File: src/rtl/filter_mac_engine_if.sv
// Bundles the filter_mac_engine's run control, data, weight-RAM and result
// signals; the engine connects through the slave modport.
interface filter_mac_engine_if #(
    parameter int Bit_width          = 8,
    parameter int Depth_counter_bits = 3
);
    // Start is sampled only while Busy is low; Result_valid and Done are
    // one-cycle strobes with no back-pressure.
    logic                          Start;
    logic [Bit_width-1:0]          Data_in_0;
    logic [Bit_width-1:0]          Data_in_1;
    logic [Bit_width-1:0]          Data_in_2;
    logic [Bit_width-1:0]          Data_in_3;
    logic [Bit_width-1:0]          Data_in_4;
    logic [Bit_width-1:0]          Weight_in_0;
    logic [Bit_width-1:0]          Weight_in_1;
    logic [Bit_width-1:0]          Weight_in_2;
    logic [Bit_width-1:0]          Weight_in_3;
    logic [Bit_width-1:0]          Weight_in_4;
    logic [Bit_width-1:0]          Weight_in_5;
    logic                          Read_en;
    logic [Depth_counter_bits-1:0] Address_depth_read;
    logic [Bit_width-1:0]          Result_out;
    logic [Depth_counter_bits-1:0] Result_index;
    logic                          Result_valid;
    logic                          Busy;
    logic                          Done;
    logic [1:0]                    state_dbg;

    modport master (
        output Start, Data_in_0, Data_in_1, Data_in_2, Data_in_3, Data_in_4,
        output Weight_in_0, Weight_in_1, Weight_in_2, Weight_in_3, Weight_in_4, Weight_in_5,
        input  Read_en, Address_depth_read, Result_out, Result_index,
        input  Result_valid, Busy, Done, state_dbg
    );

    modport slave (
        input  Start, Data_in_0, Data_in_1, Data_in_2, Data_in_3, Data_in_4,
        input  Weight_in_0, Weight_in_1, Weight_in_2, Weight_in_3, Weight_in_4, Weight_in_5,
        output Read_en, Address_depth_read, Result_out, Result_index,
        output Result_valid, Busy, Done, state_dbg
    );
endinterface

File: src/rtl/filter_mac_engine.sv
// Walks every filter in the weight RAM, forms a 5-tap signed MAC plus bias,
// and emits one ReLU/saturated result per filter.
module filter_mac_engine #(
    parameter int Bit_width          = 8,
    parameter int Nr_depth           = 8,
    parameter int Depth_counter_bits = 3,
    parameter int Frac_bits          = 4,
    parameter int Acc_width          = 20
) (
    input  logic              Clk,
    input  logic              Reset,
    filter_mac_engine_if.slave bus
);

    typedef enum logic [1:0] {IDLE = 2'd0, FETCH = 2'd1, CALC = 2'd2, WRITE = 2'd3} state_t;

    localparam logic [Depth_counter_bits-1:0] LAST_FILTER = Depth_counter_bits'(Nr_depth - 1);
    localparam logic signed [Acc_width-1:0]   SAT_MAX     = Acc_width'((1 << (Bit_width - 1)) - 1);

    state_t                          state;
    logic [Depth_counter_bits-1:0]   d;
    logic signed [Acc_width-1:0]     acc;
    logic signed [Acc_width-1:0]     acc_next;
    logic signed [Acc_width-1:0]     acc_shifted;
    logic [Bit_width-1:0]            result_clamped;

    function automatic logic signed [Acc_width-1:0] sx(input logic [Bit_width-1:0] v);
        return {{(Acc_width - Bit_width){v[Bit_width-1]}}, v};
    endfunction

    // Accumulator width is chosen so this sum can never wrap.
    always_comb begin
        acc_next = sx(bus.Weight_in_5) <<< Frac_bits;
        acc_next = acc_next + sx(bus.Data_in_0) * sx(bus.Weight_in_0);
        acc_next = acc_next + sx(bus.Data_in_1) * sx(bus.Weight_in_1);
        acc_next = acc_next + sx(bus.Data_in_2) * sx(bus.Weight_in_2);
        acc_next = acc_next + sx(bus.Data_in_3) * sx(bus.Weight_in_3);
        acc_next = acc_next + sx(bus.Data_in_4) * sx(bus.Weight_in_4);
    end

    // Drop the fraction, then ReLU and clamp to the largest positive code.
    always_comb begin
        acc_shifted = acc >>> Frac_bits;
        if (acc_shifted[Acc_width-1])
            result_clamped = '0;
        else if (acc_shifted > SAT_MAX)
            result_clamped = SAT_MAX[Bit_width-1:0];
        else
            result_clamped = acc_shifted[Bit_width-1:0];
    end

    always_ff @(posedge Clk or posedge Reset) begin
        if (Reset) begin
            state                  <= IDLE;
            d                      <= '0;
            acc                    <= '0;
            bus.Read_en            <= 1'b0;
            bus.Address_depth_read <= '0;
            bus.Result_out         <= '0;
            bus.Result_index       <= '0;
            bus.Result_valid       <= 1'b0;
            bus.Busy               <= 1'b0;
            bus.Done               <= 1'b0;
        end else begin
            bus.Result_valid <= 1'b0;
            bus.Done         <= 1'b0;
            case (state)
                IDLE: begin
                    if (bus.Start) begin
                        state                  <= FETCH;
                        d                      <= '0;
                        bus.Read_en            <= 1'b1;
                        bus.Address_depth_read <= '0;
                        bus.Busy               <= 1'b1;
                    end
                end
                FETCH: begin
                    // RAM latches its outputs mid-cycle; dropping Read_en holds them.
                    state       <= CALC;
                    bus.Read_en <= 1'b0;
                end
                CALC: begin
                    acc   <= acc_next;
                    state <= WRITE;
                end
                WRITE: begin
                    bus.Result_out   <= result_clamped;
                    bus.Result_index <= d;
                    bus.Result_valid <= 1'b1;
                    if (d == LAST_FILTER) begin
                        state    <= IDLE;
                        bus.Busy <= 1'b0;
                        bus.Done <= 1'b1;
                    end else begin
                        d                      <= d + 1'b1;
                        state                  <= FETCH;
                        bus.Read_en            <= 1'b1;
                        bus.Address_depth_read <= d + 1'b1;
                    end
                end
                default: state <= IDLE;
            endcase
        end
    end

    assign bus.state_dbg = state;

endmodule
File: src/flat_wrapper.sv
// flat-port wrapper written by rule: the top's interface ports become plain ports
module filter_mac_engine_flat 
#(
    parameter int Bit_width          = 8,
    parameter int Nr_depth           = 8,
    parameter int Depth_counter_bits = 3,
    parameter int Frac_bits          = 4,
    parameter int Acc_width          = 20
)
  (Clk, Reset, bus_Start, bus_Data_in_0, bus_Data_in_1, bus_Data_in_2, bus_Data_in_3, bus_Data_in_4, bus_Weight_in_0, bus_Weight_in_1, bus_Weight_in_2, bus_Weight_in_3, bus_Weight_in_4, bus_Weight_in_5, bus_Read_en, bus_Address_depth_read, bus_Result_out, bus_Result_index, bus_Result_valid, bus_Busy, bus_Done, bus_state_dbg);
  filter_mac_engine_if #(.Bit_width(Bit_width), .Depth_counter_bits(Depth_counter_bits)) bus_i ();
  input  logic Clk;
  input  logic Reset;
  input wire logic [$bits(bus_i.Start)-1:0] bus_Start;
  input wire logic [$bits(bus_i.Data_in_0)-1:0] bus_Data_in_0;
  input wire logic [$bits(bus_i.Data_in_1)-1:0] bus_Data_in_1;
  input wire logic [$bits(bus_i.Data_in_2)-1:0] bus_Data_in_2;
  input wire logic [$bits(bus_i.Data_in_3)-1:0] bus_Data_in_3;
  input wire logic [$bits(bus_i.Data_in_4)-1:0] bus_Data_in_4;
  input wire logic [$bits(bus_i.Weight_in_0)-1:0] bus_Weight_in_0;
  input wire logic [$bits(bus_i.Weight_in_1)-1:0] bus_Weight_in_1;
  input wire logic [$bits(bus_i.Weight_in_2)-1:0] bus_Weight_in_2;
  input wire logic [$bits(bus_i.Weight_in_3)-1:0] bus_Weight_in_3;
  input wire logic [$bits(bus_i.Weight_in_4)-1:0] bus_Weight_in_4;
  input wire logic [$bits(bus_i.Weight_in_5)-1:0] bus_Weight_in_5;
  output wire logic [$bits(bus_i.Read_en)-1:0] bus_Read_en;
  output wire logic [$bits(bus_i.Address_depth_read)-1:0] bus_Address_depth_read;
  output wire logic [$bits(bus_i.Result_out)-1:0] bus_Result_out;
  output wire logic [$bits(bus_i.Result_index)-1:0] bus_Result_index;
  output wire logic [$bits(bus_i.Result_valid)-1:0] bus_Result_valid;
  output wire logic [$bits(bus_i.Busy)-1:0] bus_Busy;
  output wire logic [$bits(bus_i.Done)-1:0] bus_Done;
  output wire logic [$bits(bus_i.state_dbg)-1:0] bus_state_dbg;
  assign bus_i.Start = bus_Start;
  assign bus_i.Data_in_0 = bus_Data_in_0;
  assign bus_i.Data_in_1 = bus_Data_in_1;
  assign bus_i.Data_in_2 = bus_Data_in_2;
  assign bus_i.Data_in_3 = bus_Data_in_3;
  assign bus_i.Data_in_4 = bus_Data_in_4;
  assign bus_i.Weight_in_0 = bus_Weight_in_0;
  assign bus_i.Weight_in_1 = bus_Weight_in_1;
  assign bus_i.Weight_in_2 = bus_Weight_in_2;
  assign bus_i.Weight_in_3 = bus_Weight_in_3;
  assign bus_i.Weight_in_4 = bus_Weight_in_4;
  assign bus_i.Weight_in_5 = bus_Weight_in_5;
  assign bus_Read_en = bus_i.Read_en;
  assign bus_Address_depth_read = bus_i.Address_depth_read;
  assign bus_Result_out = bus_i.Result_out;
  assign bus_Result_index = bus_i.Result_index;
  assign bus_Result_valid = bus_i.Result_valid;
  assign bus_Busy = bus_i.Busy;
  assign bus_Done = bus_i.Done;
  assign bus_state_dbg = bus_i.state_dbg;
  filter_mac_engine #(.Bit_width(Bit_width), .Nr_depth(Nr_depth), .Depth_counter_bits(Depth_counter_bits), .Frac_bits(Frac_bits), .Acc_width(Acc_width)) u_core (.Clk(Clk), .Reset(Reset), .bus(bus_i));
endmodule
File: config.mk
export PLATFORM = sky130hd
export DESIGN_NAME = filter_mac_engine_flat
export DESIGN_NICKNAME = d
export VERILOG_FILES = /design/src/rtl/filter_mac_engine_if.sv /design/src/rtl/filter_mac_engine.sv /design/src/flat_wrapper.sv
export SDC_FILE = /design/constraint.sdc
export NUM_CORES = 1
export LEC_CHECK = 0
export ABC_AREA = 1
export ABC_CLOCK_PERIOD_IN_PS = 3400
export CORE_ASPECT_RATIO = 2
export CORE_MARGIN = 3
export CORE_UTILIZATION = 30
export DETAILED_ROUTE_END_ITERATION = 10
export PLACE_DENSITY = 0.54
export SYNTH_ARGS = -nofsm -noshare
export SYNTH_HDL_FRONTEND = slang
export SYNTH_SLANG_ARGS = --single-unit
File: constraint.sdc
create_clock -name Clk -period 3.4 [get_ports Clk]
set_input_delay 0.68 -clock Clk [delete_from_list [all_inputs] [get_ports Clk]]
set_output_delay 0.68 -clock Clk [all_outputs]
set_load 0.005 [all_outputs]
* Word level (Yosys, flattened, before mapping)
Index checks and enable logic that the tools add are counted.
** Word-level totals
- Flip-flop bits (word level) :: 40
- Input port bits :: 91
- Output and inout port bits :: 20
** Cells by class
- Add/sub/neg operators :: 6
- Multiply operators :: 5
- Order comparisons :: 1
- Equal/unequal tests :: 7
- Mux-type cells :: 16
- Reductions and logical operators :: 6
** Operators by type and width (count)
- 20-bit adder :: 4
- 8-bit by 8-bit multiplier with 16-bit output :: 5
- 12-bit by 16-bit adder with 17-bit output :: 1
- 16-bit by 8-bit greater-than comparator with 1-bit output (second input constant) :: 1
- 8-bit two-way mux :: 2
- 3-bit AND reduction :: 3
- 2-bit one-hot mux with 4 select lines :: 1
- 1-bit two-way mux :: 7
- 3-bit two-way mux :: 2
- 3-bit one-hot mux with 2 select lines :: 1
- 2-bit == test (second input constant) :: 2
- 2-bit inequality test (second input constant) :: 2
- 3-bit by 1-bit adder with 3-bit output (second input constant) :: 1
- 3-bit == test (second input constant) :: 1
- 1-bit one-hot mux with 3 select lines :: 1
- 3-bit nonzero test :: 1
- 2-bit by 1-bit == test with 1-bit output (second input constant) :: 1
- 2-bit logical NOT :: 1
- 2-bit two-way mux :: 1
- 2-bit by 1-bit inequality test with 1-bit output (second input constant) :: 1
- 1-bit one-hot mux with 2 select lines :: 1
- 2-bit nonzero test :: 1

* Depth between registers and ports, before layout
- Depth after elaboration :: 6
- Depth in mapped cells :: 37
- Mapped depth without buffers :: 36

* Worst setup path before layout
OpenSTA, ideal clock, no wires.
- Path type :: input to register
- Start point :: input bus_Data_in_3[0]
- End point :: register u_core.acc[17]
- Arrival time :: 6944 ps
- Data required time :: 3283 ps
- Slack :: -3661 ps
- Stages on the path :: 32
- Path buffers :: 1
- Cell sequence :: clkbuf_1 -> or2_2 -> fa_1 -> fa_1 -> inv_1 -> fa_1 -> inv_1 -> fa_1 -> inv_1 -> ha_1 -> a21o_1 -> nand3_1 -> nand2_1 -> a21oi_1 -> nor2_1 -> nor2_1 -> xor2_1 -> inv_1 -> fa_1 -> inv_1 -> fa_1 -> fa_1 -> inv_1 -> ha_1 -> a21oi_1 -> o21ai_0 -> a21oi_1 -> nand2_2 -> nand2_1 -> nand3_1 -> nand3_1 -> nand2_1
** On the way
- Longest elaborated chain between the ends :: 3
** RTL lines
- from (decl) :: RTL line flat_wrapper.sv:18 : input wire logic [$bits(bus_i.Data_in_3)-1:0] bus_Data_in_3;
- 8-bit by 8-bit multiplier with 16-bit output :: RTL line filter_mac_engine.sv:37 : acc_next = acc_next + sx(bus.Data_in_3) * sx(bus.Weight_in_3);
- 20-bit adder :: RTL line filter_mac_engine.sv:37
- 20-bit adder :: RTL line filter_mac_engine.sv:38 : acc_next = acc_next + sx(bus.Data_in_4) * sx(bus.Weight_in_4);
- to (signal assigned) :: RTL line filter_mac_engine.sv:83 : acc <= acc_next;
- to (decl) :: RTL line filter_mac_engine.sv:22 : logic signed [Acc_width-1:0] acc;
No other way between the ends.
A chain may end at the register's enable or synchronous reset.

* Final worst setup path
- Start point :: input bus_Weight_in_4[5]
- End point :: register u_core.acc[18]
** On the way
- Longest elaborated chain between the ends :: 2
** RTL lines
- from (decl) :: RTL line flat_wrapper.sv:24 : input wire logic [$bits(bus_i.Weight_in_4)-1:0] bus_Weight_in_4;
- 8-bit by 8-bit multiplier with 16-bit output :: RTL line filter_mac_engine.sv:38
- 20-bit adder :: RTL line filter_mac_engine.sv:38
No other way between the ends.

==> flow_summary.toml <==
[global_route]
globalRouteMet1Util = 0.155
busiest_layer = "met2"
overflow = 0
antenna_found_initial = 0
grt_pass1_wl_um = 78100
use_met2 = 0.349
track_usage = 0.158
grt_max_degree = 37
grt_use_met3 = 0.00705
first_global_vias = 16521

[layout]
multiInputGateArea_sq_mm = 0.0151
fillers = 5632
drive_gt1_frac = 0.318
area_delta_synth_final_pct = 38.7
final_nets = 3246
fin_cells = 3394
antenna_cells = 0
regArea_sq_um = 901
fin_area_sq_mm = 0.0238

[synth]
yosysTopAreaCell = "fa_1"
yosysWarnings = 0
synth_most_common_cell = "inv_1"
ys_types = 38
synth_edf_count = 0
async_reset_ff_frac = 1.00
ys_top_cells_by_count = "inv_1, nand2_1, fa_1, ha_1, clkbuf_1"
ys_seq_area_frac = 0.0526
synth_ff_type = "dfrtp_1"
synth_area_leaders = "fa_1, inv_1, ha_1"
syn_nets = 2853
synth_seq_cells = 36
avgSynthCellArea_sq_um = 7.61
synth_cells = 2250
yosysTopAreaCellShare = 0.391
synth_area_sq_mm = 0.0171

[critical_path]
cp-end-kind = "flip-flop"
worstSetupStartpointType = "input port"
crit_path_max_incr_delay_ns = 0.61
critPathArrivalTime_ns = 6.95
cp_max_fo = 6
crit_type = "in -> reg"
critPathRequiredTime_ns = 3.57
slowest_stage = "fa_2"

[cts]
numClockSinks = 36
ctsHoldBuffers = 0
cts_max_path_buffers = 2
cts-buffers-inserted = 5
cts_tree = "yes"
cts_root_buf = "clkbuf_16"
htreeDepth = 2
clkLatencyLatePin_ns = 0.28
path_clk_slew_ns = 0.06

[timing]
slew_violations = 0
setup_violations = 16
finalCriticalPeriod_ns = 6.78
fin_ws_ns = -3.38
finClkSkew_ns = 0.00318
worst_slew_pin_slew_ns = 0.593
fmax_ghz = 0.147
finalCritPeriodShare = 2.00
rsz0062_at_grt = "true"
finalHoldViolations = 0
slew_headroom = 0.604

[die]
io_pins = 111
floorplan.initialDensity = 0.304
fp.dieArea_sq_mm = 0.0602
fp.dieH_um = 344
die_w_um = 175
core_sq_mm = 0.0563
fp-row-count = 123

[outcome]
outcome = "finished with violations"
violations = "setup timing"

[detailed_routing]
drc = 0
drt-total-wl_um = 46200
drtIter0Drc = 279
wire_per_inst_um = 13.6
first_pass_iters = 4
ant_nets = 0
vias = 14568
viasPerCell = 4.29

[placed_design]
portBuffers = 110
dpl.hpwl_um = 41400
dp_slack_ns = -4.33
placed_area_sq_mm = 0.0218
dp.cells = 3350
gp_congestion = 0.886

[min_path]
hold_path.class = "reg -> reg"

[flow_run]
max_cap_viol_count = 0
-- layout by cell type, fill, tap and decap left out, drive strengths merged --
cell           instances
a211oi                 1
a21boi                 4
a21o                   3
a21oi                 56
a31oi                  8
buf                  398
clkbuf                 8
clkdlybuf4s15          4
clkdlybuf4s50         44
clkinv                 3
dfrtp                 36
dlygate4sd2           17
fa                   335
ha                   177
inv                  730
nand2                499
nand3                 56
nand3b                 2
nand4                 10
nor2                  67
nor3                  11
nor4                   3
o2111ai                1
o21a                   4
o21ai                 53
o21bai                 8
o22ai                  1
o31ai                  3
or2                   25
xnor2                 29
xor2                  48
-- cell type report --
type	instances	share of cell area
clock inverter	3	0.000790
timing repair buffer	466	0.166
clock buffer	5	0.00526
multi-input combinational	1404	0.634
tap	750	0.0395
inverter	730	0.116
sequential	36	0.0379
-- routing by layer --
| metal | part of all wire | vias to the layer above |
|---|---|---|
| met5 | 0 | - |
| met2 | 0.62 | 184 |
| met4 | 0.029 | 0 |
| met1 | 0.34 | 7141 |
| li1 | - | 7166 |
| met3 | 0.015 | 77 |
-- per-stage QoR --
step	util	setup TNS [ns]	hold WS, ns
after floorplan	-	-44.86	0.444
after global placement	0.386	-61.66	0.457
after detailed placement	0.386	-62.74	0.466
after CTS	0.409	-48.59	0.483
after global routing	0.422	-51.84	0.513
final	0.422	-48.21	0.480
-- critical path: cells and delay by family --
| kind | cells | cell delay [ns] |
|---|---|---|
| simple gates | 11 | 0.93 |
| buf+inv | 10 | 0.67 |
| fa+ha+maj | 9 | 4.26 |
| compound gates | 3 | 0.40 |
-- final timing paths --
| path | depth (start not counted) | endpoint | slack (ns) | startpoint |
|---|---|---|---|---|
| worst max register to register | 5 | u_core.acc[9]$_DFFE_PP0N_ | 1.45 | u_core.bus.state_dbg[0]$_DFFE_PP0P_ |
| min in group asynchronous | 3 | u_core.bus.Result_valid$_DFF_PP0_ | 0.81 | Reset |
| worst max-delay path | 33 | u_core.acc[18]$_DFFE_PP0N_ | -3.38 | bus_Weight_in_4[5] |
| worst min register to register | 2 | u_core.bus.Result_index[1]$_DFFE_PP0P_ | 0.48 | u_core.bus.Result_index[1]$_DFFE_PP0P_ |
| worst min-delay path | 2 | u_core.bus.Result_index[1]$_DFFE_PP0P_ | 0.48 | u_core.bus.Result_index[1]$_DFFE_PP0P_ |
| max in group asynchronous | 3 | u_core.acc[17]$_DFFE_PP0N_ | 2.26 | Reset |
-- flip-flops by register name, summed over array words and instances, names as in the netlist --
signal	cells
u_core.bus.Busy	1
u_core.bus.state_dbg	2
u_core.bus.Read_en	1
u_core.bus.Result_index	3
u_core.bus.Done	1
u_core.bus.Address_depth_read	3
u_core.bus.Result_valid	1
u_core.bus.Result_out	8
u_core.acc	16
-- what timing repair did --
| item | 4_1_cts | 5_1_grt |
|---|---|---|
| resized for setup | 506 | 200 |
| buffers inserted | 33 | 16 |
| pin swaps | 198 | 138 |
| endpoints found under the setup margin | 16 | 16 |
-- logic make-up (layout without fill, tap and decap cells) --
logic type,after synthesis,after routing,synth area share
AND/OR/NAND/NOR,673,673,0.161
AO/OA/AOI/OAI,142,142,0.0473
XOR/XNOR,77,77,0.0394
buffers and inverters,810,1204,0.179
flip-flops,36,36,0.0526
adder cells (fa/ha/maj),512,512,0.521
Power is not shown: default switching activity piles up to over one toggle a cycle in this logic, so the estimate is an artifact.
==> RTL edit: new RTL, same flow settings <==
`Depth_counter_bits` is set to 3 in 3 places; all go to 2.
--- a/src/rtl/filter_mac_engine_if.sv
+++ b/src/rtl/filter_mac_engine_if.sv
@@ -2,7 +2,7 @@
 // signals; the engine connects through the slave modport.
 interface filter_mac_engine_if #(
     parameter int Bit_width          = 8,
-    parameter int Depth_counter_bits = 3
+    parameter int Depth_counter_bits = 2
 );
     // Start is sampled only while Busy is low; Result_valid and Done are
     // one-cycle strobes with no back-pressure.
--- a/src/rtl/filter_mac_engine.sv
+++ b/src/rtl/filter_mac_engine.sv
@@ -3,7 +3,7 @@
 module filter_mac_engine #(
     parameter int Bit_width          = 8,
     parameter int Nr_depth           = 8,
-    parameter int Depth_counter_bits = 3,
+    parameter int Depth_counter_bits = 2,
     parameter int Frac_bits          = 4,
     parameter int Acc_width          = 20
 ) (
--- a/src/flat_wrapper.sv
+++ b/src/flat_wrapper.sv
@@ -3,7 +3,7 @@
 #(
     parameter int Bit_width          = 8,
     parameter int Nr_depth           = 8,
-    parameter int Depth_counter_bits = 3,
+    parameter int Depth_counter_bits = 2,
     parameter int Frac_bits          = 4,
     parameter int Acc_width          = 20
 )
Ports: changed (resized bus_Address_depth_read and bus_Result_index); port bits go from 111 to 109. The function was not compared with the original's and may differ.
==> RTL edit against the original RTL <==
The run still ends with negative setup slack left. Sequential cell count fell by 2. Worst setup slack lost 0.087 ns. Final area decreased by 3.4%. Wire length is 0.42% lower. Synthesized area is 0.20% lower. Global-route usage decreased by 0.055 points. First-iteration DRC count increased by 56%. Utilization decreased by 1.4 points. Critical endpoint unchanged. Highest routed layer unchanged.
Power is not shown: default switching activity piles up to over one toggle a cycle in this logic, so the estimate is an artifact.
==> RTL edit: results (changes against the original RTL) <==
** Setup path
- The endpoint arrival time on the critical path came to 7.03 ns (+0.08 ns).
- Critical Path Source :: bus_Data_in_2[7]
- The path depth of the worst reg2reg path was 4 (-1).
- Delay of the slowest cell on the worst path :: 0.59 ns (-0.02 ns)
- Largest driver fanout on the critical path :: 8 (+2)

** Layout
- Nonclk buf count :: 424 (-9.0%)
- Multi-input gate area in the final layout :: 0.01469 mm^2 (-2.5%)
- In the final layout, the registers with the most flip-flops are u_core.acc x16, u_core.bus.Result_out x8.
- The layout filler cell count is 5,805 (+3.1%).
- Clock network area share :: 0.006431 (+0.0003760)
- The final net count is 3,220 (-0.80%).
- The multi-input combinational cell count came to 1,403 (-0.071%).
- Share of layout cells above drive strength 1 :: 0.2765 (-0.04153)
- The clock buffer instance count of the final layout came to 7 (+2).
- The proportion of final cell area spent on non-clock buffers is 0.1524 (-0.01363).
- The total number of sequential cells was 34 (-5.6%).
- The combined flip-flop and latch cell area is 850.8 um^2 (-5.6%).
- Number of logic inverters in the finished layout :: 749 (+2.6%)

** Global route
- Largest net degree at the start of global routing :: 23 (-38%)
- The total global-route track usage is 0.1572 (-0.0005504).
- The first-pass GRT wire length is 76,580 um (-2.0%).

** Timing
- The setup skew after layout came to 0.004246 ns (+0.001061 ns).
- The worst relative slew slack is 0.5768 (-0.02717).
- Final worst setup slack :: -3.472 ns (-0.08673 ns)
- Number of failing setup endpoints in the final timing report :: 16 (unchanged)
- The setup total negative slack was -48.06 ns (+0.1498 ns).

** Clock tree
- Clock root buffer :: clkbuf_16
- The later-pin clock latency in the skew report came to 0.28 ns (about the same).

** Logic synthesis
- Synth warnings :: 0 (unchanged)
- In the synthesized netlist, the cells that appear most often are inv_1, nand2_1, fa_1, ha_1, clkbuf_1.
- Netlist cell types :: 34 (-11%)
- The net count after synthesis is 2,869 (+0.56%).

** Placed design
- The number of buffers inserted by port buffering is 108 (-1.8%).
- The cell area after placement is 0.02161 mm^2 (-0.64%).
- The post-DP HPWL was 42,210 um (+1.9%).
- The placer congestion estimate was 0.8651 (-2.3%).

** Route
- Vias post-DR :: 14.47k (-0.67%)
- Drt first-iter violations :: 435 (+56%)
- Total wire length :: 45,970 um (-0.42%)

** Status
- Status :: finished, violations left
- The checks that failed: negative setup slack.

** Worst hold path
- In this run the most critical hold path is launched from u_core.bus.Result_index[1]$_DFFE_PP0P_.
==> RTL edit: final timing paths <==
check | endpoint | slack (ns)
worst max register to register | u_core.acc[10]$_DFFE_PP0N_ | 1.49
min in group asynchronous | u_core.bus.Result_out[7]$_DFFE_PP0P_ | 0.79
worst min-delay path | u_core.bus.Result_index[1]$_DFFE_PP0P_ | 0.47
worst max-delay path | u_core.acc[18]$_DFFE_PP0N_ | -3.47
max in group asynchronous | u_core.acc[4]$_DFFE_PP0N_ | 1.93
worst min register to register | u_core.bus.Result_index[1]$_DFFE_PP0P_ | 0.47
==> RTL edit: repair_timing <==
item,in CTS,in global routing
setup endpoints to repair,16,16
resized for setup,345,206
hold buffers,0,0
cloned,0,0
setup buffers,16,17
pin swaps,116,98
==> RTL edit: stage by stage <==
step	setup WS [ns]	std cells
after floorplan	-3.213	2266
after global placement	-4.185	3333
after detailed placement	-4.215	3333
after CTS	-3.478	3355
after global routing	-3.725	3368
final	-3.472	3369
==> RTL edit: worst max-delay path: cells and delay by family <==
family,cells,cell delay [ns]
XOR/XNOR,1,0.29
adder cells (fa/ha/maj),9,4.30
buffers and inverters,10,0.73
AND/OR/NAND/NOR,10,1.01
==> RTL edit: kinds of logic (layout without fill, tap and decap cells) <==
group	after synthesis	in the layout	share of synthesized area
buffers and inverters	829	1181	0.1832
other	0	1	0
XOR/XNOR	78	78	0.03996
AND/OR/NAND/NOR	679	679	0.1620
flip-flops	34	34	0.04977
adder cells (fa/ha/maj)	512	512	0.5218
AO/OA/AOI/OAI	134	134	0.04333
==> RTL edit: per-layer routing <==
| layer | GRT usage | routed length [um] |
|---|---|---|
| met5 | 0 | 0 |
| met4 | 0.06541 | 2509 |
| met3 | 0.008725 | 824 |
| met1 | 0.1507 | 15400 |
| met2 | 0.3351 | 27240 |
